===== src/rtl/xalu_cfg_seq.sv =====
// ALU configuration sequencer: a shadow register feeds a small FIFO of configs, and
// each queued config is driven onto configdata for its programmed number of cycles.
module xalu_cfg_seq #(
  parameter int DEPTH         = 4,
  parameter int LEN_W         = 16,
  parameter int DATA_W        = 32,
  parameter int N_W           = 5,
  parameter int ALU_FNS_W     = 4,
  parameter int ALU_CONF_BITS = 2*N_W + ALU_FNS_W
) (
  input  logic                      clk,
  input  logic                      rst,
  input  logic                      cfg_valid,
  input  logic [1:0]                cfg_addr,
  input  logic [DATA_W-1:0]         cfg_data,
  input  logic                      commit,
  input  logic                      run,
  output logic [ALU_CONF_BITS-1:0]  configdata,
  output logic                      busy,
  output logic                      done,
  output logic                      empty,
  output logic                      full,
  output logic [$clog2(DEPTH):0]    level,
  output logic                      err
);
  localparam int AW = $clog2(DEPTH);

  typedef struct packed {
    logic [ALU_FNS_W-1:0] fns;
    logic [N_W-1:0]       sela;
    logic [N_W-1:0]       selb;
    logic [LEN_W-1:0]     len;
  } cfg_t;

  typedef enum logic {IDLE, RUN} state_t;

  state_t           state;
  cfg_t             shadow;
  cfg_t             q_mem [DEPTH];
  logic [AW-1:0]    wr_ptr, rd_ptr;
  logic [LEN_W-1:0] cnt;
  logic             armed;

  cfg_t             head;
  logic [LEN_W-1:0] head_len;
  logic             last, pop, push;

  function automatic logic [ALU_CONF_BITS-1:0] conf_of(input cfg_t c);
    conf_of = '0;
    conf_of[ALU_CONF_BITS-1 -: N_W]       = c.sela;
    conf_of[ALU_CONF_BITS-N_W-1 -: N_W]   = c.selb;
    conf_of[ALU_FNS_W-1:0]                = c.fns;
  endfunction

  assign empty    = (level == '0);
  assign full     = (level == (AW+1)'(DEPTH));
  assign head     = q_mem[rd_ptr];
  assign head_len = (head.len == '0) ? LEN_W'(1) : head.len;
  assign last     = (state == RUN) && (cnt == LEN_W'(1));
  // A pop on the last cycle of an entry makes the next one active with no bubble.
  assign pop      = !empty && (((state == IDLE) && (armed || run)) || last);
  assign push     = commit && (!full || pop);

  // Queue storage is not reset; pointers and level define what is valid.
  always_ff @(posedge clk) begin
    if (push) q_mem[wr_ptr] <= shadow;
  end

  always_ff @(posedge clk) begin
    if (!rst) begin
      state      <= IDLE;
      shadow     <= '0;
      wr_ptr     <= '0;
      rd_ptr     <= '0;
      level      <= '0;
      cnt        <= '0;
      armed      <= 1'b0;
      configdata <= '0;
      busy       <= 1'b0;
      done       <= 1'b0;
      err        <= 1'b0;
    end else begin
      if (cfg_valid) begin
        case (cfg_addr)
          2'd0:    shadow.fns  <= cfg_data[ALU_FNS_W-1:0];
          2'd1:    shadow.sela <= cfg_data[N_W-1:0];
          2'd2:    shadow.selb <= cfg_data[N_W-1:0];
          default: shadow.len  <= cfg_data[LEN_W-1:0];
        endcase
      end

      if (push) wr_ptr <= wr_ptr + AW'(1);
      if (pop)  rd_ptr <= rd_ptr + AW'(1);
      level <= level + (AW+1)'(push) - (AW+1)'(pop);
      if (commit && full && !pop) err <= 1'b1;

      if ((state == IDLE) && run) armed <= 1'b1;

      if (pop) begin
        state      <= RUN;
        configdata <= conf_of(head);
        busy       <= 1'b1;
        cnt        <= head_len;
        done       <= (head_len == LEN_W'(1));
      end else if (state == RUN) begin
        if (last) begin
          state <= IDLE;
          busy  <= 1'b0;
          armed <= 1'b0;
          done  <= 1'b0;
        end else begin
          cnt  <= cnt - LEN_W'(1);
          done <= (cnt == LEN_W'(2));
        end
      end
    end
  end
endmodule


===== config.mk =====
export PLATFORM = sky130hd
export DESIGN_NAME = xalu_cfg_seq
export DESIGN_NICKNAME = d
export VERILOG_FILES = /design/src/rtl/xalu_cfg_seq.sv
export SDC_FILE = /design/constraint.sdc
export NUM_CORES = 1
export LEC_CHECK = 0
export ABC_CLOCK_PERIOD_IN_PS = 7850
export CAP_MARGIN = 20
export CORE_MARGIN = 4
export CORE_UTILIZATION = 50
export DETAILED_ROUTE_END_ITERATION = 8
export PLACE_DENSITY_LB_ADDON = 0.3
export SLEW_MARGIN = 20
export SYNTH_ARGS = -nofsm -noshare
export SYNTH_HDL_FRONTEND = slang
export SYNTH_SLANG_ARGS = --single-unit
export TNS_END_PERCENT = 1

===== constraint.sdc =====
create_clock -name clk -period 7.85 [get_ports clk]
set_input_delay 1.57 -clock clk [delete_from_list [all_inputs] [get_ports clk]]
set_output_delay 1.57 -clock clk [all_outputs]
set_load 0.1 [all_outputs]

* Yosys cells after proc, flatten, opt, wreduce, memory -nomap -nowiden
Memory sizes are Yosys's and may differ from the RTL's. A register that Yosys moved wholly into a read port is not among the register bits. Index checks and enable logic that the tools add are counted.
Storage, ports and cells: bits in registers 72, bits in latches 0, RAM bits 120, memory bits (read-only) 0, output and inout bits 22, word-level logic and storage cells 75, memories kept 1
Cells by class: $add $sub $neg 5, multipliers 0, divide/modulo/power cells 0, magnitude comparators 0, equal/unequal tests 7, shift-type cells 0, muxes and demuxes 21, bitwise operators 2, reductions and logical operators 25
Memories:
- q_mem | words 4, bits a word 30, rd ports 1, clocked after memory_dff 1, write ports 1, line 39 | cfg_t q_mem [DEPTH];
Operators by type and width (count):
- $mux 16 | 4
- $eq 16x1->1 const B | 2
- $eq 16x2->1 const B | 1
- $logic_not 16->1 | 1
- $sub 16x1->16 const B | 1
- $mux 1 | 15
- $reduce_and 2->1 | 6
- $logic_and 1x1->1 | 7
- $add 2x1->2 const B | 2
- $mux 2 | 2
- $reduce_bool 2->1 | 2
- $add 3x1->3 | 1
- $eq 3x3->1 const B | 1
- $logic_not 1->1 | 3
- $logic_not 3->1 | 1
- $logic_or 1x1->1 | 3
- $reduce_or 3->1 | 1
- $sub 3x1->3 | 1
- $eq 2x1->1 const B | 1
- $eq 2x2->1 const B | 1
- $logic_not 2->1 | 1
- $ne 2x1->1 const B | 1
- $not 1->1 | 2

* Longest topological paths before layout
depth after elaboration 8, mapped depth 13, depth with buffers taken out 12

* Least setup slack after synthesis
No wires, ideal clock.
path type register -> output, from register level[2], to output full, data arrival time 3480 ps, setup slack 2800 ps, cell stages (with the launch flop) 2, path buffers 0, cell sequence dfxtp_1 nor3b_1
On the way: longest elaborated chain between the ends 1
RTL lines:
- start: declaration | line 23 | output logic [$clog2(DEPTH):0] level,
- start signal: assignment | line 94 | level <= level + (AW+1)'(push) - (AW+1)'(pop);
- $eq 3x3->1 | line 56 | assign full = (level == (AW+1)'(DEPTH));
- end: declaration | line 22 | output logic full,
Every way passes these cells.

* Worst setup path after layout
Ends and elaborated chain as after synthesis.

==> results.cfg <==
[die]
num_io_pins = 61
die_area_sq_um = 16800
die_w_um = 130
start_util_pct = 51.0
std_cell_rows = 44
chipHeight_um = 130
core-area_sq_um = 14500

[timing]
finalHoldViolCount = 0
tns_ps = 0
rsz0062_at_grt = false
fmax_mhz = 245
finalSetupViolations = 0
finalWorstSetupSlack_ps = 3760
fin_crit_sh_pct = 52.1
slew_headroom_pct = 32.6
fin_skew_ps = 12.3
tightest_slew_ps = 1010
maxSlewViolCount = 0
period_minus_slack_ps = 4090

[detailed_routing]
firstDrtPassIters = 5
vias = 4462
wirelength_um = 14500
via_per_inst = 5.86
drc_errors = 0
drt_iter0_drc = 426
ant_nets = 0
wl_per_cell_um = 19.1

[yosys]
synthArstFlopShare_pct = 0
yosysUniqueCellTypes = 48
synth_warnings = 0
synth_xor_area_share_pct = 0.591
synth-main-ff-cell = edfxtp_1
synth.most_common_cell = edfxtp_1
synth_top_area_share_pct = 48.6
syn_inst = 523
synth_edf_count = 120
synth_fa_ha_area_share_pct = 1.62
synth_top_family_by_area = multiplexers
synthesis.nets = 571
syn_avg_cell_area_sq_um = 14.2
synth_compound_gate_area_share_pct = 6.25
ys_ff_latch = 194
yosys-top-cells-count = edfxtp_1 (120), dfxtp_1 (74), nand2_1 (72)
synth_area_leader_cell = edfxtp_1
ys_seq_area_share_pct = 68.6
synth_mux_area_share_pct = 11.1
synth-simple-area-share_pct = 9.93
syn-cell-area_sq_um = 7410
synth.area.top_cells = edfxtp_1 (49%), dfxtp_1 (20%), mux4_2 (9.1%)

[clocking]
cts_made_buffers = 17
cts_buffer_depth = 2
cts_hold_buf = 0
tritoncts = yes
post_cts_buffers = 0
cts_resized = 0
htreeDepth = 4
clock_latency_ps = 430
cts_root_buf = clkbuf_16
clkTransAtPathRegs_ps = 60
cts.sinks = 194

[placement]
gp_congestion = 0.841
dp_hpwl_um = 8550
pre_cts_ws_ps = 3220
portBuffers = 44

[layout]
nets = 613
fillers = 1116
layout-drive-gt1-share_pct = 11.9
antenna_cells = 0
area_growth_syn_to_layout_pct = 15.8

[run_status]
run_status = complete, no violations

[global_routing]
grt_util_all_layers_pct = 18.1
grt_pass1_vias = 4411
grt_antenna_before_repair = 0
grt_pass1_wl_um = 23000
gr-total-overflow = 0
grt_start_max_net_pins = 71

[critical_path]
cp_max_fo = 4
path_class = reg -> out
crit_arrival_ps = 2520
start_kind = flip-flop
required_ps = 6280
rr_worst_depth = 11
critPathCaptureType = output port

[hold_path]
min_path_type = reg -> reg
holdPathStages = 2

[pwr]
power_density_nw_per_um2 = 393
p_leak_nw = 2.92
vdd_drop_max_uv = 205

[flow_run]
drv_cap = 0
[critical path: stages (launching register included)]
cell and delay, ps:
dfxtp_1 380, nor3b_1 470, clkdlybuf4s50_1 1230
[registers in the layout (all words and copies together), names as in the netlist, named ones only]
name / count
q_mem: 120
cnt: 16
done: 1
armed: 1
busy: 1
rd_ptr: 2
shadow: 30
err: 1
level: 3
state: 1
configdata: 14
wr_ptr: 2
[cells in the final DEF, fill, tap and decap left out, types with 4 or more instances in the layout]
master,instances
mux4_2,30
ha_1,8
clkbuf_1,6
nor2_1,40
and3_1,4
a31oi_1,4
nand2_1,71
nand3_1,6
nor4_1,6
mux2i_1,15
dfxtp_1,72
edfxtp_1,120
nor3_1,9
and2_2,4
clkdlybuf4s50_1,44
o21ai_0,5
a2bb2oi_1,4
clkbuf_16,18
nor3b_1,4
a21oi_1,47
inv_1,8
[worst paths after layout]
kind                        from             end  slack, ps
hold / removal    configdata[10]  configdata[10]        450
hold reg to reg   configdata[10]  configdata[10]        450
setup reg to reg          cnt[8]        level[2]       3910
setup / recovery        level[2]            full       3760
[report_power, final]
part           leakage [nW]  internal (mW)  total (mW)  switching, mW
Sequential             1.73           1.32        1.43          0.113
Clock                 0.285          0.503       0.846          0.344
Combinational         0.907          0.352        1.10          0.744
Total                  2.92           2.17        3.37           1.20
[per-layer routing]
metal  share of wire [%]  track usage [%]
met3                 5.5             3.89
met2                  48             28.3
met1                  45             24.8
met4                 1.7             7.82
met5                   0                0
[cell families (layout without fill, tap and decap cells)]
| logic type | count (synthesis) | in the layout |
|---|---|---|
| fa+ha+maj | 9 | 9 |
| xor+xnor | 5 | 5 |
| compound gates | 77 | 77 |
| simple gates | 161 | 161 |
| buf+inv | 32 | 87 |
| mux | 45 | 45 |
| flops | 194 | 194 |
[final cells by class]
| class | count | area (sq um) | area share [%] |
|---|---|---|---|
| tap | 184 | 230 | 2.68 |
| clock inverter | 6 | 78.8 | 0.919 |
| sequential | 194 | 5090 | 59.3 |
| timing repair buffer | 46 | 455 | 5.31 |
| inverter | 9 | 33.8 | 0.394 |
| multi-input combinational | 297 | 2200 | 25.6 |
| clock buffer | 26 | 500 | 5.83 |
[metrics by stage]
step,total power [mW],cells,util (%),hold slack (ps),instance area [sq um]
finish,3.37,762,59.0,454,8580
global route,3.53,762,59.0,468,8580
CTS,3.39,762,59.0,455,8580
detailed placement,2.54,730,55.0,446,8000
global placement,2.51,730,55.0,444,8000
floorplan,2.26,523,-,438,7410
Power figures use the tool's default switching activity.
